--- src/rtl/ex_mc_scheduler.sv ---
// -----------------------------------------------------------------------------
// ex_mc_scheduler
//
// Sequences the multi-cycle functional units (multiplier, divider, FPU) that
// share the single EX/MEM result slot with the single-cycle ALU. One
// instruction per cycle arrives from ID/EX. A multi-cycle op is launched with a
// one-cycle start pulse and then counted down. Younger instructions are held
// off until the result has been handed to EX/MEM. The EX/MEM result mux is
// steered from here, and the in-flight destination is exported to the hazard
// unit.
//
// Ports
//   clk          clock, all state on the rising edge
//   rst          asynchronous, active-high reset
//   issue_valid  valid instruction in ID/EX this cycle
//   issue_unit   00 ALU, 01 MUL, 10 DIV, 11 FPU
//   issue_rd     destination register of the issuing instruction
//   issue_wb     issuing instruction writes back
//   flush        registered branch/jump flush from EX/MEM
//   mem_stall    MEM cannot accept a result this cycle
//   ex_stall     hold ID/EX and earlier stages (combinational)
//   mc_start     one-cycle launch pulse to the selected unit
//   mc_unit      unit code of the in-flight op (00 when idle)
//   res_sel      EX/MEM result mux: 0 = ALU, 1 = multi-cycle unit (comb.)
//   res_valid    multi-cycle result presented to EX/MEM (comb.)
//   res_rd       destination of the in-flight/completing op
//   res_wb       writeback enable of the completing op
//   busy         a multi-cycle op is in flight (RUN or DONE)
// -----------------------------------------------------------------------------
module ex_mc_scheduler #(
    parameter int MUL_LAT = 3,
    parameter int DIV_LAT = 33,
    parameter int FPU_LAT = 5,
    parameter int CNT_W   = 6
) (
    input  logic       clk,
    input  logic       rst,
    input  logic       issue_valid,
    input  logic [1:0] issue_unit,
    input  logic [4:0] issue_rd,
    input  logic       issue_wb,
    input  logic       flush,
    input  logic       mem_stall,
    output logic       ex_stall,
    output logic       mc_start,
    output logic [1:0] mc_unit,
    output logic       res_sel,
    output logic       res_valid,
    output logic [4:0] res_rd,
    output logic       res_wb,
    output logic       busy
);

    localparam logic [1:0] UNIT_ALU = 2'b00;
    localparam logic [1:0] UNIT_MUL = 2'b01;
    localparam logic [1:0] UNIT_DIV = 2'b10;
    localparam logic [1:0] UNIT_FPU = 2'b11;

    // Countdown preloads: the op spends LAT cycles in RUN, the last of which
    // sees cnt == 0.
    localparam logic [CNT_W-1:0] MUL_CNT = CNT_W'(MUL_LAT - 1);
    localparam logic [CNT_W-1:0] DIV_CNT = CNT_W'(DIV_LAT - 1);
    localparam logic [CNT_W-1:0] FPU_CNT = CNT_W'(FPU_LAT - 1);

    typedef enum logic [1:0] {
        S_IDLE = 2'b00,
        S_RUN  = 2'b01,
        S_DONE = 2'b10
    } state_t;

    state_t           state,    state_nx;
    logic [CNT_W-1:0] cnt,      cnt_nx;
    logic             first,    first_nx;
    logic [1:0]       cap_unit, cap_unit_nx;
    logic [4:0]       cap_rd,   cap_rd_nx;
    logic             cap_wb,   cap_wb_nx;

    logic accept;

    function automatic logic [CNT_W-1:0] lat_cnt(input logic [1:0] unit);
        case (unit)
            UNIT_MUL: lat_cnt = MUL_CNT;
            UNIT_DIV: lat_cnt = DIV_CNT;
            UNIT_FPU: lat_cnt = FPU_CNT;
            default:  lat_cnt = '0;
        endcase
    endfunction

    // Flush beats a simultaneous multi-cycle issue; ALU ops never enter the FSM.
    assign accept = (state == S_IDLE) && issue_valid && (issue_unit != UNIT_ALU) && !flush;

    // -------------------------------------------------------------------------
    // Next-state / next-datapath logic
    // -------------------------------------------------------------------------
    always_comb begin
        // NOTE: every variable gets a default before the case so no path can
        // leave it unassigned, which would otherwise infer a latch.
        state_nx    = state;
        cnt_nx      = cnt;
        first_nx    = 1'b0;     // first is only ever high for one RUN cycle
        cap_unit_nx = cap_unit;
        cap_rd_nx   = cap_rd;
        cap_wb_nx   = cap_wb;

        case (state)
            S_IDLE: begin
                if (accept) begin
                    state_nx    = S_RUN;
                    cnt_nx      = lat_cnt(issue_unit);
                    first_nx    = 1'b1;
                    cap_unit_nx = issue_unit;
                    cap_rd_nx   = issue_rd;
                    cap_wb_nx   = issue_wb;
                end
            end

            S_RUN: begin
                if (flush && first) begin
                    // The op was issued in the shadow of the flushing branch:
                    // drop it before it can ever reach writeback. A flush seen
                    // later belongs to a younger branch and is ignored.
                    state_nx    = S_IDLE;
                    cnt_nx      = '0;
                    cap_unit_nx = UNIT_ALU;
                    cap_rd_nx   = '0;
                    cap_wb_nx   = 1'b0;
                end else if (cnt == '0) begin
                    state_nx = S_DONE;
                end else begin
                    cnt_nx = cnt - 1'b1;
                end
            end

            S_DONE: begin
                // Hold the result until MEM takes it.
                if (!mem_stall) begin
                    state_nx    = S_IDLE;
                    cnt_nx      = '0;
                    cap_unit_nx = UNIT_ALU;
                    cap_rd_nx   = '0;
                    cap_wb_nx   = 1'b0;
                end
            end

            default: begin
                state_nx = S_IDLE;
            end
        endcase
    end

    // -------------------------------------------------------------------------
    // State register
    // -------------------------------------------------------------------------
    always_ff @(posedge clk or posedge rst) begin
        if (rst) begin
            state    <= S_IDLE;
            cnt      <= '0;
            first    <= 1'b0;
            cap_unit <= UNIT_ALU;
            cap_rd   <= '0;
            cap_wb   <= 1'b0;
        end else begin
            // NOTE: non-blocking assignments so every register samples the
            // pre-edge values computed above, independent of statement order.
            state    <= state_nx;
            cnt      <= cnt_nx;
            first    <= first_nx;
            cap_unit <= cap_unit_nx;
            cap_rd   <= cap_rd_nx;
            cap_wb   <= cap_wb_nx;
        end
    end

    // -------------------------------------------------------------------------
    // Outputs
    // -------------------------------------------------------------------------
    // Decodes of registered state.
    assign busy     = (state != S_IDLE);
    assign mc_start = first;
    assign mc_unit  = busy ? cap_unit : UNIT_ALU;
    assign res_rd   = busy ? cap_rd : 5'd0;
    assign res_wb   = (state == S_DONE) && cap_wb;

    // Combinational with the inputs: anything behind an in-flight op waits,
    // ALU ops included, so results retire in order.
    assign ex_stall  = issue_valid && (state != S_IDLE);
    assign res_sel   = (state == S_DONE);
    assign res_valid = (state == S_DONE) && !mem_stall;

endmodule
--- config.mk ---
export PLATFORM = sky130hd
export DESIGN_NAME = ex_mc_scheduler
export DESIGN_NICKNAME = d
export VERILOG_FILES = /design/src/rtl/ex_mc_scheduler.sv
export SDC_FILE = /design/constraint.sdc
export NUM_CORES = 1
export LEC_CHECK = 0
export BUFFER_PORTS_ARGS = -buffer_cell sky130_fd_sc_hd__buf_2
export CORE_MARGIN = 2
export CORE_UTILIZATION = 30
export DETAILED_ROUTE_END_ITERATION = 8
export HOLD_SLACK_MARGIN = 0.12
export SLEW_MARGIN = 0
export SYNTH_ARGS = -nofsm -noshare
export SYNTH_HDL_FRONTEND = slang
export SYNTH_SLANG_ARGS = --single-unit
--- constraint.sdc ---
create_clock -name clk -period 2.4 [get_ports clk]
set_input_delay 0.48 -clock clk [delete_from_list [all_inputs] [get_ports clk]]
set_output_delay 0.48 -clock clk [all_outputs]
set_load 0.01 [all_outputs]
==> impl_metrics.json, run 1 <==
{
  "synth_top_area_cell": "dfrtp_1",
  "synth_top_cells_by_count": "dfrtp_1, nor2b_1, inv_1, mux2_2",
  "maxSlewHeadroom_pct": 56.1,
  "start_util_pct": 31.6,
  "yosys_warnings": 0,
  "synthMuxAreaShare_pct": 10.3,
  "switching_share_pct": 44.6,
  "cts_tree": "yes",
  "startpoint_type": "flip-flop",
  "tightestPinTransition_ns": 0.658,
  "routed_via_density": 4.85,
  "status": "completed",
  "finalHoldViolCount": 0,
  "fin_nets": 148,
  "ir_drop_mv": 0.536,
  "worstSkewPairLatency_ns": 0.30,
  "max_stage_delay_ns": 0.37,
  "post-synth-top-count-cell": "dfrtp_1",
  "synth-seq-area-share_pct": 39.7,
  "fillCellCount": 351,
  "drt_wl_total_mm": 2.28,
  "p_clk_share_pct": 9.4,
  "final-setup-viol-count": 0,
  "post_cts_buffers": 0,
  "synth_compound_area_share_pct": 15.7,
  "postLayoutCellArea_sq_um": 1260,
  "synth_top_family_by_area": "simple AND/OR/NAND/NOR gates",
  "p_leak_nw": 0.610,
  "fin_crit_ns": 1.95,
  "drtIter0Drc": 20,
  "drv_cap": 0,
  "place.gp.congestion": 0.842,
  "instances_no_fill": 175,
  "synth.area.top_cells": "dfrtp_1, nor2b_1, mux2_2, ha_1, inv_1",
  "cts_resized": 0,
  "synth_xor_area_share_pct": 0,
  "yosysTopAreaCellShare_pct": 39.7,
  "comb_power_share_pct": 63.6,
  "cts_htree_levels": 1,
  "rsz0062_at_grt": "false",
  "p_int_uw": 969,
  "port_buffers": 25,
  "grt_overflow": 0,
  "dpl.hpwl_mm": 1.76,
  "dr.pass1.iters": 4,
  "clock_skew_ns": 0.00339,
  "grt_pass1_wl_mm": 3.85,
  "vias": 848,
  "grt_util_all_layers_pct": 12.2,
  "postPlaceCellArea_sq_um": 1230,
  "die_w_um": 63.8,
  "min_path_type": "input pin to asynchronous set/reset pin",
  "grt_pass1_vias": 809,
  "drive_gt1_share_pct": 34.1,
  "ant_nets": 0,
  "crit_arrival_ns": 1.47,
  "power.density_nw_per_um2": 1390,
  "path_class": "flip-flop to output pin",
  "placed_cells": 171,
  "synth_edf_count": 0,
  "ioPinCount": 26,
  "syn_to_final_growth_pct": 17.5,
  "synthesis.nets": 121,
  "core_area_sq_um": 3390,
  "cts_buffer_depth": 2,
  "synthCells": 103,
  "synthAdderAreaFrac_pct": 5.84,
  "yosys.area_share.simple_pct": 22.9,
  "drc": 0,
  "numCtsBuffers": 3,
  "syn_area_per_cell_sq_um": 10.4,
  "clkTransAtPathRegs_ns": 0.11,
  "p_seq_share_pct": 27.0,
  "end_kind": "output pin",
  "rows": 21,
  "fp.dieH_um": 63.8,
  "crit_fanout": 9,
  "synth_area_sq_um": 1070,
  "antenna_found_initial": 0,
  "power.switching_uw": 779,
  "tns_ns": 0,
  "fmax_ghz": 0.513,
  "die-area_sq_um": 4060,
  "cp_top_family": "buffers and inverters",
  "cp.required_ns": 1.92,
  "ys_async_sr_fraction_pct": 100,
  "ys_ff_latch": 17,
  "critPathBufInv": 3,
  "antenna_cells": 0,
  "cts_hold_buf": 0,
  "synthFlopType": "dfrtp_1",
  "routedWlPerCell_um": 13.0,
  "cts.sinks": 17,
  "worstPathCellList": "inv_1 -> ha_1 -> buf_4 -> nor2b_1 -> buf_2",
  "cts.root.buffer_cell": "clkbuf_4",
  "slowest_stage": "dfrtp_1",
  "drv_slew": 0,
  "ys_types": 37,
  "grt_start_max_net_pins": 18,
  "min_period_over_period_pct": 81.2,
  "hold_ws_ns": 0.247
}
layout by cell type, fill, tap and decap left out, types with 3 or more instances in the layout:
cell type / Yosys / final
nor3_1: 4 / 4
nor2b_1: 16 / 16
nor2_1: 5 / 5
dfrtp_1: 17 / 17
o211ai_1: 4 / 4
buf_2: 0 / 25
nand2_1: 3 / 3
ha_1: 5 / 5
mux2_2: 8 / 8
inv_1: 8 / 8
clkbuf_4: 1 / 3
area by class of cell:
class,count,area (sq um),share of cell area (%)
Sequential cell,17,425,33.8
Tap cell,46,57.6,4.57
Clock buffer,3,22.5,1.79
Timing Repair Buffer,26,133,10.5
Inverter,8,30.0,2.39
Multi-Input combinational cell,74,586,46.5
Clock inverter,1,5.00,0.398
power groups by stage:
stage          combinational, mW  sequential [mW]  clock (mW)
2_1_floorplan              0.899            0.456           0
3_3_place_gp                1.10            0.475           0
3_5_place_dp                1.11            0.480           0
4_1_cts                     1.12            0.473       0.169
5_1_grt                     1.23            0.486       0.182
6_report                    1.11            0.473       0.164
final timing paths:
check,end,depth (start not counted),startpoint,slack [ns]
max in group asynchronous,cnt[3]$_DFFE_PP0P_,2,rst,1.73
min in group clk,mc_start$_DFF_PP0_,3,issue_valid,0.47
max reg2reg,cap_rd[0]$_DFFE_PP0P_,6,state[0]$_DFFE_PP0P_,0.53
min,cap_unit[1]$_DFFE_PP0P_,2,rst,0.25
max,mc_unit[0],5,state[0]$_DFFE_PP0P_,0.45
min reg2reg,cap_rd[1]$_DFFE_PP0P_,1,cap_rd[1]$_DFFE_PP0P_,0.51
state kept, by name, summed over array words and instances (netlist names):
signal / cells
cap_unit: 2
cap_rd: 5
cnt: 6
mc_start: 1
cap_wb: 1
state: 2
through the flow:
step           setup slack (ns)  total power [mW]  util [%]
6_report                  0.452              1.75      37.1
2_1_floorplan             0.699              1.36         -
3_3_place_gp              0.515              1.57      36.3
3_5_place_dp              0.467              1.59      36.3
4_1_cts                   0.429              1.76      37.1
5_1_grt                   0.332              1.90      37.1
layer usage:
| metal | track usage, % | part of all wire [%] | wire length [um] | up-vias |
|---|---|---|---|---|
| met2 | 18.0 | 45 | 1020 | 23 |
| met4 | 6.52 | 2.3 | 52 | 0 |
| met3 | 2.46 | 4.8 | 110 | 5 |
| li1 | - | - | - | 420 |
| met1 | 16.8 | 48 | 1090 | 400 |
| met5 | 0 | 0 | 0 | - |
worst reg2reg max path: cells and delay by family (launching register included):
family                   cells  cell delay [ns]
multiplexers                 1             0.34
adder cells (fa/ha/maj)      1             0.24
flip-flops                   1             0.37
AND/OR/NAND/NOR              2             0.40
AO/OA/AOI/OAI                1             0.34
buffers and inverters        1             0.08
kinds of logic after synthesis:
family,Yosys count
AND/OR/NAND/NOR,39
AO/OA/AOI/OAI,20
flip-flops,17
buffers and inverters,12
multiplexers,10
adder cells (fa/ha/maj),5
Note: power is estimated with default switching activity, not from simulation.
==> inputs of run 2 (changes only) <==
Clock period 2.4 ns to 1.8 ns, I/O delays scaled along.
==> run 2 against run 1 <==
Compared with the run above: utilization is 2.1 points higher; critical path type is now flip-flop to flip-flop; final cell count rose by 4.0%; register-to-register slack lost 0.49 ns; power up 44%; first-iteration DRC count shrank 50%; worst hold slack worse by 0.10 ns.
==> impl_metrics.json, run 2 (synthesis results as in run 1) <==
{
  "crit_arrival_ns": 2.00,
  "final_cell_mix": "buf_2, dfrtp_1, nor2b_1",
  "ir_drop_mv": 0.667,
  "crit_fanout": 6,
  "cts_htree_levels": 1,
  "final_common_cell": "buf_2",
  "instances_no_fill": 182,
  "maxSlewHeadroom_pct": 53.2,
  "dr.pass1.iters": 4,
  "worstSkewPairLatency_ns": 0.30,
  "final-setup-viol-count": 0,
  "die_w_um": 63.8,
  "ant_nets": 0,
  "numCtsBuffers": 3,
  "routedWlPerCell_um": 13.5,
  "finalHoldViolCount": 0,
  "start_util_pct": 31.6,
  "cp.required_ns": 2.03,
  "finalWorstSetupSlack_ns": 0.0392,
  "status": "completed",
  "grt_pass1_wl_mm": 4.02,
  "antenna_cells": 0,
  "vias": 898,
  "clock_skew_ns": 0.00573,
  "drc": 0,
  "p_leak_nw": 0.643,
  "fillCellCount": 326,
  "drv_slew": 0,
  "grt_pass1_vias": 903,
  "rows": 21,
  "cts_buffer_depth": 2,
  "grt_start_max_net_pins": 18,
  "placed_cells": 175,
  "cts.root.buffer_cell": "clkbuf_4",
  "place.gp.congestion": 0.811,
  "rsz0062_at_grt": "true",
  "startpoint_type": "flip-flop",
  "drive_gt1_share_pct": 39.0,
  "power.density_nw_per_um2": 1900,
  "fin_nets": 155,
  "largest_register_ffs": 6,
  "dpl.hpwl_mm": 1.79,
  "min_period_over_period_pct": 97.8,
  "syn_to_final_growth_pct": 24.1,
  "tightestPinTransition_ns": 0.701,
  "drtIter0Drc": 10,
  "hold_ws_ns": 0.147,
  "ioPinCount": 26,
  "regMostFlops": "cnt",
  "cts.sinks": 17,
  "design_power_total_mw": 2.52,
  "die-area_sq_um": 4060,
  "grt_overflow": 0,
  "fmax_ghz": 0.568,
  "clkTransAtPathRegs_ns": 0.11,
  "fp.dieH_um": 63.8,
  "multi_input_area_sq_um": 601,
  "drv_cap": 0,
  "top_regs": "cnt (6), cap_rd (5)",
  "end_kind": "flip-flop",
  "seq_area_sq_um": 425,
  "antenna_found_initial": 0,
  "path_class": "flip-flop to flip-flop",
  "port_buffers": 25,
  "routed_via_density": 4.93,
  "min_path_type": "input pin to asynchronous set/reset pin",
  "drt_wl_total_mm": 2.45,
  "fin_crit_ns": 1.76,
  "core_area_sq_um": 3390,
  "cts_tree": "yes",
  "grt_util_all_layers_pct": 12.8,
  "place_ws_ns": 0.0910
}
-- run 2: cell types whose count changed in the layout (fill, tap and decap cells not counted), sizes merged --
cell,change
buf,+7
clkbuf,+1
clkinv,-1
-- run 2: final cells by class --
class                   instances  share of cell area, %
inverters                       8                   2.26
flip-flops and latches         17                   32.0
multi-input cells              74                   45.2
well taps                      46                   4.33
repair buffers                 33                   14.2
clock buffers                   4                   1.98
-- run 2: per-layer routing --
layer	track usage, %	up-vias	share of wire [%]
met5	0	-	0
met4	8.42	0	2.1
met3	3.52	5	4.1
met2	19.7	20	50
met1	15.6	440	44
li1	-	433	-
-- run 2: critical path: stages (launching register included) --
cell and delay (ns):
dfrtp_1 0.41, buf_4 0.13, ha_1 0.21, o31a_1 0.34, buf_4 0.18, o211ai_1 0.19
mux2i_1 0.23
-- run 2: timing repair --
action,in CTS,in global routing
hold buffers,0,0
setup buffers,1,2
resized for setup,1,4
pin swaps,0,5
setup endpoints to repair,3,21
-- run 2: metrics by stage --
step                setup TNS (ns)  area [sq um]  util [%]
floorplan                        0          1070         -
global placement                 0          1260      37.2
detailed placement               0          1260      37.2
CTS                              0          1300      38.3
global route                -0.516          1330      39.2
finish                           0          1330      39.2
-- run 2: final timing paths --
kind / start / end / slack, ns / cells past startpoint
min in group clk: issue_valid / mc_start$_DFF_PP0_ / 0.36 / 3
worst max-delay path: state[0]$_DFFE_PP0P_ / cnt[1]$_DFFE_PP0P_ / 0.04 / 6
max in group asynchronous: rst / state[1]$_DFFE_PP0P_ / 1.21 / 2
worst min-delay path: rst / cnt[4]$_DFFE_PP0P_ / 0.15 / 2
worst min register to register: cap_rd[1]$_DFFE_PP0P_ / cap_rd[1]$_DFFE_PP0P_ / 0.51 / 1
worst max register to register: state[0]$_DFFE_PP0P_ / cnt[1]$_DFFE_PP0P_ / 0.04 / 6
-- run 2: report_power, final --
group	switching [mW]	leakage [nW]	internal, mW
Combinational	0.852	0.406	0.824
Clock	0.132	0.0150	0.0865
Sequential	0.0996	0.222	0.530
